$ cat config.mk
export PLATFORM = sky130hd
export DESIGN_NAME = perf_counter_ctrl
export DESIGN_NICKNAME = d
export VERILOG_FILES = /design/src/rtl/perf_counter_ctrl.sv
export SDC_FILE = /design/constraint.sdc
export NUM_CORES = 1
export LEC_CHECK = 0
export CAP_MARGIN = 20
export CORE_AREA = 3 3 121 123
export DETAILED_ROUTE_END_ITERATION = 10
export DIE_AREA = 0 0 124 126
export PLACE_DENSITY = 0.81
export SYNTH_ARGS = -nofsm -noshare
export SYNTH_HDL_FRONTEND = slang
export SYNTH_SLANG_ARGS = --single-unit
$ cat constraint.sdc
create_clock -name clk -period 2.05 [get_ports clk]
set_input_delay 0.41 -clock clk [delete_from_list [all_inputs] [get_ports clk]]
set_output_delay 0.41 -clock clk [all_outputs]
set_load 0.01 [all_outputs]
$ cat src/rtl/perf_counter_ctrl.sv
// Performance counter window controller: routes pipeline data requests to the
// d-cache or counter bank, and runs a round-robin-arbitrated counter dump engine.
module perf_counter_ctrl #(
    parameter int          NUM_SLOTS = 10,
    parameter logic [31:0] BASE_ADDR = 32'hFFFFFFD8
) (
    input  logic        clk,
    input  logic        rst_n,
    input  logic        mem_read,
    input  logic        mem_write,
    input  logic [31:0] mem_address,
    input  logic [31:0] mem_wdata,
    input  logic [3:0]  mem_byte_enable,
    output logic        mem_resp,
    output logic [31:0] mem_rdata,
    output logic        dcache_read,
    output logic        dcache_write,
    output logic [31:0] dcache_address,
    output logic [31:0] dcache_wdata,
    output logic [3:0]  dcache_byte_enable,
    input  logic [31:0] dcache_rdata,
    input  logic        dcache_resp,
    output logic        counter_read,
    output logic        counter_write,
    output logic [31:0] counter_address,
    input  logic [31:0] counter_data,
    input  logic        dbg_dump_req,
    input  logic        dbg_clear,
    output logic        dbg_busy,
    output logic        dbg_valid,
    output logic [3:0]  dbg_index,
    output logic [31:0] dbg_data,
    output logic        dbg_done
);

    typedef enum logic [2:0] {IDLE, CACHE, CTR, RESP, DUMP} state_t;

    localparam logic [3:0] LAST_IDX = 4'(NUM_SLOTS - 1);

    state_t      state_q, state_d;
    logic        pending_q, pending_d;
    logic        clear_q, clear_d;
    logic        rr_q, rr_d;
    logic [3:0]  idx_q, idx_d;
    logic [31:0] rdata_q, rdata_d;
    logic        dbg_valid_q, dbg_valid_d;
    logic [3:0]  dbg_index_q, dbg_index_d;
    logic [31:0] dbg_data_q, dbg_data_d;
    logic        dbg_done_q, dbg_done_d;

    logic cpu_req;
    logic win_hit;
    logic go_dump;

    assign cpu_req = mem_read | mem_write;
    assign win_hit = mem_address[31:2] >= BASE_ADDR[31:2];

    always_comb begin
        state_d            = state_q;
        pending_d          = pending_q;
        clear_d            = clear_q;
        rr_d               = rr_q;
        idx_d              = idx_q;
        rdata_d            = rdata_q;
        dbg_valid_d        = 1'b0;
        dbg_index_d        = 4'd0;
        dbg_data_d         = 32'd0;
        go_dump            = 1'b0;
        mem_resp           = 1'b0;
        mem_rdata          = 32'd0;
        dcache_read        = 1'b0;
        dcache_write       = 1'b0;
        dcache_address     = 32'd0;
        dcache_wdata       = 32'd0;
        dcache_byte_enable = 4'd0;
        counter_read       = 1'b0;
        counter_write      = 1'b0;
        counter_address    = 32'd0;

        unique case (state_q)
            IDLE: begin
                // rr_q set means the dump engine lost the last contest
                if (cpu_req && (!pending_q || !rr_q)) begin
                    state_d = win_hit ? CTR : CACHE;
                    if (pending_q) rr_d = 1'b1;
                end else if (pending_q) begin
                    go_dump = 1'b1;
                    state_d = DUMP;
                    idx_d   = 4'd0;
                    if (cpu_req) rr_d = 1'b0;
                end
            end
            CACHE: begin
                dcache_read        = mem_read & ~mem_write;
                dcache_write       = mem_write;
                dcache_address     = mem_address;
                dcache_wdata       = mem_wdata;
                dcache_byte_enable = mem_byte_enable;
                mem_resp           = dcache_resp;
                mem_rdata          = dcache_rdata;
                if (dcache_resp) state_d = IDLE;
            end
            CTR: begin
                counter_address = {mem_address[31:2], 2'b00};
                counter_read    = ~mem_write;
                counter_write   = mem_write;
                rdata_d         = mem_write ? 32'd0 : counter_data;
                state_d         = RESP;
            end
            RESP: begin
                mem_resp  = 1'b1;
                mem_rdata = rdata_q;
                state_d   = IDLE;
            end
            DUMP: begin
                counter_address = BASE_ADDR + {26'd0, idx_q, 2'b00};
                counter_read    = 1'b1;
                counter_write   = clear_q;
                dbg_valid_d     = 1'b1;
                dbg_index_d     = idx_q;
                dbg_data_d      = counter_data;
                if (idx_q == LAST_IDX) begin
                    idx_d   = 4'd0;
                    state_d = IDLE;
                end else begin
                    idx_d = idx_q + 4'd1;
                end
            end
            default: state_d = IDLE;
        endcase

        if (go_dump) begin
            pending_d = 1'b0;
        end else if (dbg_dump_req && !pending_q && state_q != DUMP) begin
            pending_d = 1'b1;
            clear_d   = dbg_clear;
        end

        dbg_done_d = dbg_valid_q && (dbg_index_q == LAST_IDX);
    end

    always_ff @(posedge clk or negedge rst_n) begin
        if (!rst_n) begin
            state_q     <= IDLE;
            pending_q   <= 1'b0;
            clear_q     <= 1'b0;
            rr_q        <= 1'b0;
            idx_q       <= 4'd0;
            rdata_q     <= 32'd0;
            dbg_valid_q <= 1'b0;
            dbg_index_q <= 4'd0;
            dbg_data_q  <= 32'd0;
            dbg_done_q  <= 1'b0;
        end else begin
            state_q     <= state_d;
            pending_q   <= pending_d;
            clear_q     <= clear_d;
            rr_q        <= rr_d;
            idx_q       <= idx_d;
            rdata_q     <= rdata_d;
            dbg_valid_q <= dbg_valid_d;
            dbg_index_q <= dbg_index_d;
            dbg_data_q  <= dbg_data_d;
            dbg_done_q  <= dbg_done_d;
        end
    end

    assign dbg_busy  = pending_q | (state_q == DUMP);
    assign dbg_valid = dbg_valid_q;
    assign dbg_index = dbg_index_q;
    assign dbg_data  = dbg_data_q;
    assign dbg_done  = dbg_done_q;

endmodule

# Word level (Yosys, flattened, before mapping)
# Cells that the tools add are included.
# op_classes
n_eq_ne	12
order_cmp	1
add_sub_neg	2
n_reduce_logical	15
n_mux	33
bitwise	5
# op_table
op	count
$mux W32	4
$pmux W32 S2	2
$ge A30 B30 Y1 const B	1
$mux W4	5
$mux W1	12
$mux W3	4
$pmux W3 S4	1
$reduce_and A3 Y1	3
$add A7 B7 Y8 const A	1
$eq A4 B4 Y1 const B	2
$ne A2 B2 Y1 const B	4
$pmux W4 S2	1
$eq A3 B2 Y1 const B	2
$ne A3 B3 Y1 const B	2
$pmux W1 S2	3
$reduce_bool A2 Y1	3
$add A4 B1 Y4 const B	1
$logic_and A1 B1 Y1	4
$eq A3 B1 Y1 const B	1
$eq A3 B3 Y1 const B	1
$logic_not A3 Y1	1
$logic_not A1 Y1	2
$mux W2	1
$not A1 Y1	2
4 further kinds	5
# totals
word_cells	78
input_bits	139
output_inout_bits	176
regBits	80

# Logic depth before layout (Yosys ltp)
# logic_depth
depth_word	7
mapped_depth	7
mapped_depth_nobuf	6

# Least setup slack after synthesis
# OpenSTA, ideal clock, no wires.
# synth_path
path_type	register to output
from	reg state_q[0]
to	out counter_address[11]
t_arrival_ps	1446
slack_ps	194
n_path_buf	2
path_stages_with_launch	6
required_ps	1640
path_cell_list	dfrtp_1 > buf_2 > or3b_4 > nor2_2 > buf_2 > a21o_1
# synth_between
elab_chain_cells	2
word_cells_on_any_way	3
cone_classes	eq/ne: 2; mux: 1
# synth_rtl
element	line_no	text
start, declared	40	state_t state_q, state_d;
start signal, assigned	155	state_q <= state_d;
$eq A3 B3 Y1 / $eq A3 B2 Y1 (equally long branches)	80	unique case (state_q)
$pmux W32 S2 (*)	80	
end, declared	25	output logic [31:0] counter_address,
# Every way passes the cells marked *; elsewhere a longest branch is shown, timed or not.

# Worst setup path after layout
# layout_path
from	reg idx_q[1]
to	out counter_address[20]
# layout_between
elab_chain_cells	2
# layout_rtl
element	line_no	text
start, declared	44	logic [3:0] idx_q, idx_d;
start signal, assigned	159	idx_q <= idx_d;
$add A7 B7 Y8	116	counter_address = BASE_ADDR + {26'd0, idx_q, 2'b00};
$pmux W32 S2	80	
# No other way between the ends.

==> flow_metrics.env <==
export IMPL_cp_launch_point="idx_q[1]"
export IMPL_cts_hold_buffers_added=0
export IMPL_failing_checks="setup timing"
export IMPL_cts_bufs_inserted=9
export IMPL_reg2reg_from="state_q[1]"
export IMPL_hold_path_class="in -> async"
export IMPL_global_route_usage_total=0.214
export IMPL_hold_slack_ns=0.0456
export IMPL_drc=0
export IMPL_postSynthRegisterBits=80
export IMPL_final_instance_count_excl_fill=1005
export IMPL_post_route_worst_setup_slack_ns=-0.229
export IMPL_max_cap_viol_count=0
export IMPL_worst_ir_drop_vdd_v=0.000974
export IMPL_first_pass_grt_wire_length_um=25700
export IMPL_synthesis_area_sq_mm=0.00424
export IMPL_ys_async_sr_fraction=1.00
export IMPL_placementRows=43
export IMPL_critical_path_max_fanout=5
export IMPL_global_route_overflow_total=0
export IMPL_synthDistinctLibCells=38
export IMPL_post_synth_main_area_contributors="sky130_fd_sc_hd__dfrtp_1 47%, sky130_fd_sc_hd__and2_1 15%, sky130_fd_sc_hd__a22o_1 7.2%"
export IMPL_final_hold_viol_count=0
export IMPL_seq_power_share=0.250
export IMPL_final_core_utilization=0.637
export IMPL_postLayoutCellArea_sq_mm=0.00877
export IMPL_dp_hpwl_um=11900
export IMPL_clock_period_minus_final_worst_setup_slack_ns=2.28
export IMPL_avgViaCountPerCell=4.85
export IMPL_post_synth_cell_area_avg_sq_um=9.36
export IMPL_pin_count_of_the_biggest_net_entering_global_routing=43
export IMPL_antenna_left=0
export IMPL_power_density_cell_area_mw_per_mm2=949
export IMPL_core_area_sq_mm=0.0138
export IMPL_cts_tree="done"
export IMPL_root_buffer="sky130_fd_sc_hd__clkbuf_16"
export IMPL_io_pins=315
export IMPL_filler_cell_count=1151
export IMPL_postSynthCellCount=453
export IMPL_first_global_vias=4823
export IMPL_synth_edff_count=0
export IMPL_startpoint_kind_of_the_worst_setup_timing_path="flip-flop"
export IMPL_grt_antenna_before_repair=1
export IMPL_yosysSeqAreaShare=0.472
export IMPL_finalNetCount=962
export IMPL_ys_dominant_reg_cell="sky130_fd_sc_hd__dfrtp_1"
export IMPL_static_leakage_power_nw=4.21
export IMPL_most_common_cell_after_layout_fill_and_taps_aside="sky130_fd_sc_hd__clkdlybuf4s50_1"
export IMPL_clk_insertion_delay_late_ns=0.33
export IMPL_data_arrival_at_the_endpoint_of_the_critical_path_ns=1.87
export IMPL_die_width_um=124
export IMPL_r2r_slack_ns=0.07
export IMPL_power_internal_mw=5.40
export IMPL_slew_worst_pin_ns=0.510
export IMPL_syn_to_final_growth_pct=107
export IMPL_n_antenna_cell=0
export IMPL_finalWirelength_um=19200
export IMPL_die_area_sq_mm=0.0156
export IMPL_buffer_ports_inserted=312
export IMPL_run_status="finished, violations left"
export IMPL_post_route_cells_drive_above_1_share=0.366
export IMPL_htreeDepth=3
export IMPL_max_slew_margin_rel=0.660
export IMPL_critical_path_class="reg -> out"
export IMPL_post_layout_total_power_mw=8.32
export IMPL_grt_setup_unrepaired="yes"
export IMPL_yosysWarnings=0
export IMPL_power_share_switching=0.352
export IMPL_setup_tns_ns=-11.27
export IMPL_gp_routability_congestion=0.831
export IMPL_clock_pin_transition_on_the_worst_setup_and_hold_timing_paths_ns=0.06
export IMPL_drv_slew=0
export IMPL_wire_per_inst_um=19.1
export IMPL_maxClockFrequency_ghz=0.439
export IMPL_critical_path_endpoint="counter_address[20]"
export IMPL_drtIter0Drc=329
export IMPL_critical_path_required_ns=1.64
export IMPL_critPathCaptureType="output pin"
export IMPL_power_clock_fraction=0.186
export IMPL_firstDrtPassIters=4
export IMPL_crit_reg2reg_capture="idx_q[3]"
export IMPL_timing_clock_skew_ns=0.00639
export IMPL_clock_sinks=80
export IMPL_floorplan_initialDensity=0.308
export IMPL_worst_r2r_cell_count=7
export IMPL_setup_violations=116
export IMPL_placed_cells=938
export IMPL_ctsLongestPathBuffers=2
export IMPL_p_switching_mw=2.93
export IMPL_dpl_instance_area_sq_mm=0.00773
export IMPL_layout_common_cells="175 x sky130_fd_sc_hd__clkdlybuf4s50_1, 80 x sky130_fd_sc_hd__dfrtp_1, 80 x sky130_fd_sc_hd__buf_2, 72 x sky130_fd_sc_hd__buf_6, 71 x sky130_fd_sc_hd__nand2_1"
export IMPL_finalCritPeriodShare=1.11
export IMPL_synthDominantAreaCellType="sky130_fd_sc_hd__dfrtp_1"
export IMPL_p_comb_frac=0.564
export IMPL_dieHeight_um=126
export IMPL_vias=4876
export IMPL_pre_cts_slack_ns=-0.153
export IMPL_post_synth_top_area_fraction=0.472
synthesized netlist by cell type (2+ instances only):
library cell	instances
sky130_fd_sc_hd__inv_1	5
sky130_fd_sc_hd__a21oi_1	4
sky130_fd_sc_hd__nand4_1	6
sky130_fd_sc_hd__nand2_1	73
sky130_fd_sc_hd__o21ai_0	9
sky130_fd_sc_hd__and2_1	102
sky130_fd_sc_hd__clkbuf_1	19
sky130_fd_sc_hd__nor2_1	13
sky130_fd_sc_hd__buf_2	16
sky130_fd_sc_hd__nor4_1	2
sky130_fd_sc_hd__ha_1	3
sky130_fd_sc_hd__buf_4	2
sky130_fd_sc_hd__a31oi_1	2
sky130_fd_sc_hd__a21o_1	27
sky130_fd_sc_hd__nand3b_1	33
sky130_fd_sc_hd__a22o_1	35
sky130_fd_sc_hd__dfrtp_1	80
sky130_fd_sc_hd__nand2b_1	2
kinds of logic (layout without fill, tap and decap cells):
family | count (synthesis) | count (layout) | share of synthesized area
buffers and inverters | 45 | 416 | 0.0481
xor gates and xnor gates | 1 | 1 | 0.00207
DFF | 80 | 80 | 0.472
AOI/OAI and AO/OA | 82 | 82 | 0.148
other | 1 | 2 | 0.000884
adders and majority gates | 3 | 3 | 0.00885
and+or+nand+nor | 239 | 239 | 0.315
muxes | 2 | 2 | 0.00501
how the worst min path moves through the flow:
stage	start	endpoint	slack, ns	cells past startpoint
2_1_floorplan	rst_n	clear_q	0.11	0
3_3_place_gp	rst_n	dbg_data[8]	0.41	1
3_5_place_dp	rst_n	dbg_data[8]	0.41	1
4_1_cts	rst_n	dbg_data[29]	0.05	1
5_1_grt	rst_n	dbg_data[5]	0.07	1
6_report	rst_n	dbg_data[8]	0.05	1
flip-flops by register name, indices dropped and copies added, names as in the netlist:
| name | count |
|---|---|
| dbg_done | 1 |
| pending_q | 1 |
| rdata_q | 32 |
| rr_q | 1 |
| clear_q | 1 |
| state_q | 3 |
| dbg_data | 32 |
| dbg_index | 4 |
| idx_q | 4 |
| dbg_valid | 1 |
critical path, cell delays in order, from the launching register on:
cell,delay [ns]
sky130_fd_sc_hd__dfrtp_1,0.41
sky130_fd_sc_hd__inv_2,0.10
sky130_fd_sc_hd__ha_4,0.14
sky130_fd_sc_hd__inv_2,0.04
sky130_fd_sc_hd__ha_4,0.15
sky130_fd_sc_hd__nor2_4,0.13
sky130_fd_sc_hd__buf_6,0.15
sky130_fd_sc_hd__buf_16,0.12
sky130_fd_sc_hd__buf_12,0.10
sky130_fd_sc_hd__a21o_1,0.07
sky130_fd_sc_hd__buf_2,0.12
repair_timing:
action                                  CTS  global route
pin swaps                                 6            51
endpoints found under the hold margin     0             0
resized for setup                       559           159
endpoints found under the setup margin  138           135
buffers inserted                         21            15
cloned                                    9            11
power groups by stage:
| stage | Combinational (mW) | Clock, mW | Sequential (mW) |
|---|---|---|---|
| finish | 4.69 | 1.55 | 2.08 |
| global route | 4.99 | 1.66 | 2.12 |
| CTS | 4.39 | 1.57 | 2.07 |
| detailed placement | 3.95 | 0 | 2.09 |
| global placement | 3.91 | 0 | 2.08 |
| floorplan | 1.51 | 0 | 2.19 |
cell type report:
class	instances	area (sq um)	share of cell area
Clock buffer	10	239	0.0272
Clock inverter	6	50.0	0.00571
Inverter	6	35.0	0.00399
Multi-Input combinational cell	329	2250	0.257
Sequential cell	80	2000	0.228
Tap cell	180	225	0.0257
Timing Repair Buffer	394	3970	0.452
layer usage:
layer,vias up,share of wire,GRT usage
met2,255,0.51,0.386
met1,2314,0.36,0.232
met4,2,0.031,0.0799
li1,2264,-,-
met5,-,0.00068,0
met3,41,0.094,0.0633
(Power assumes the default switching activity.)
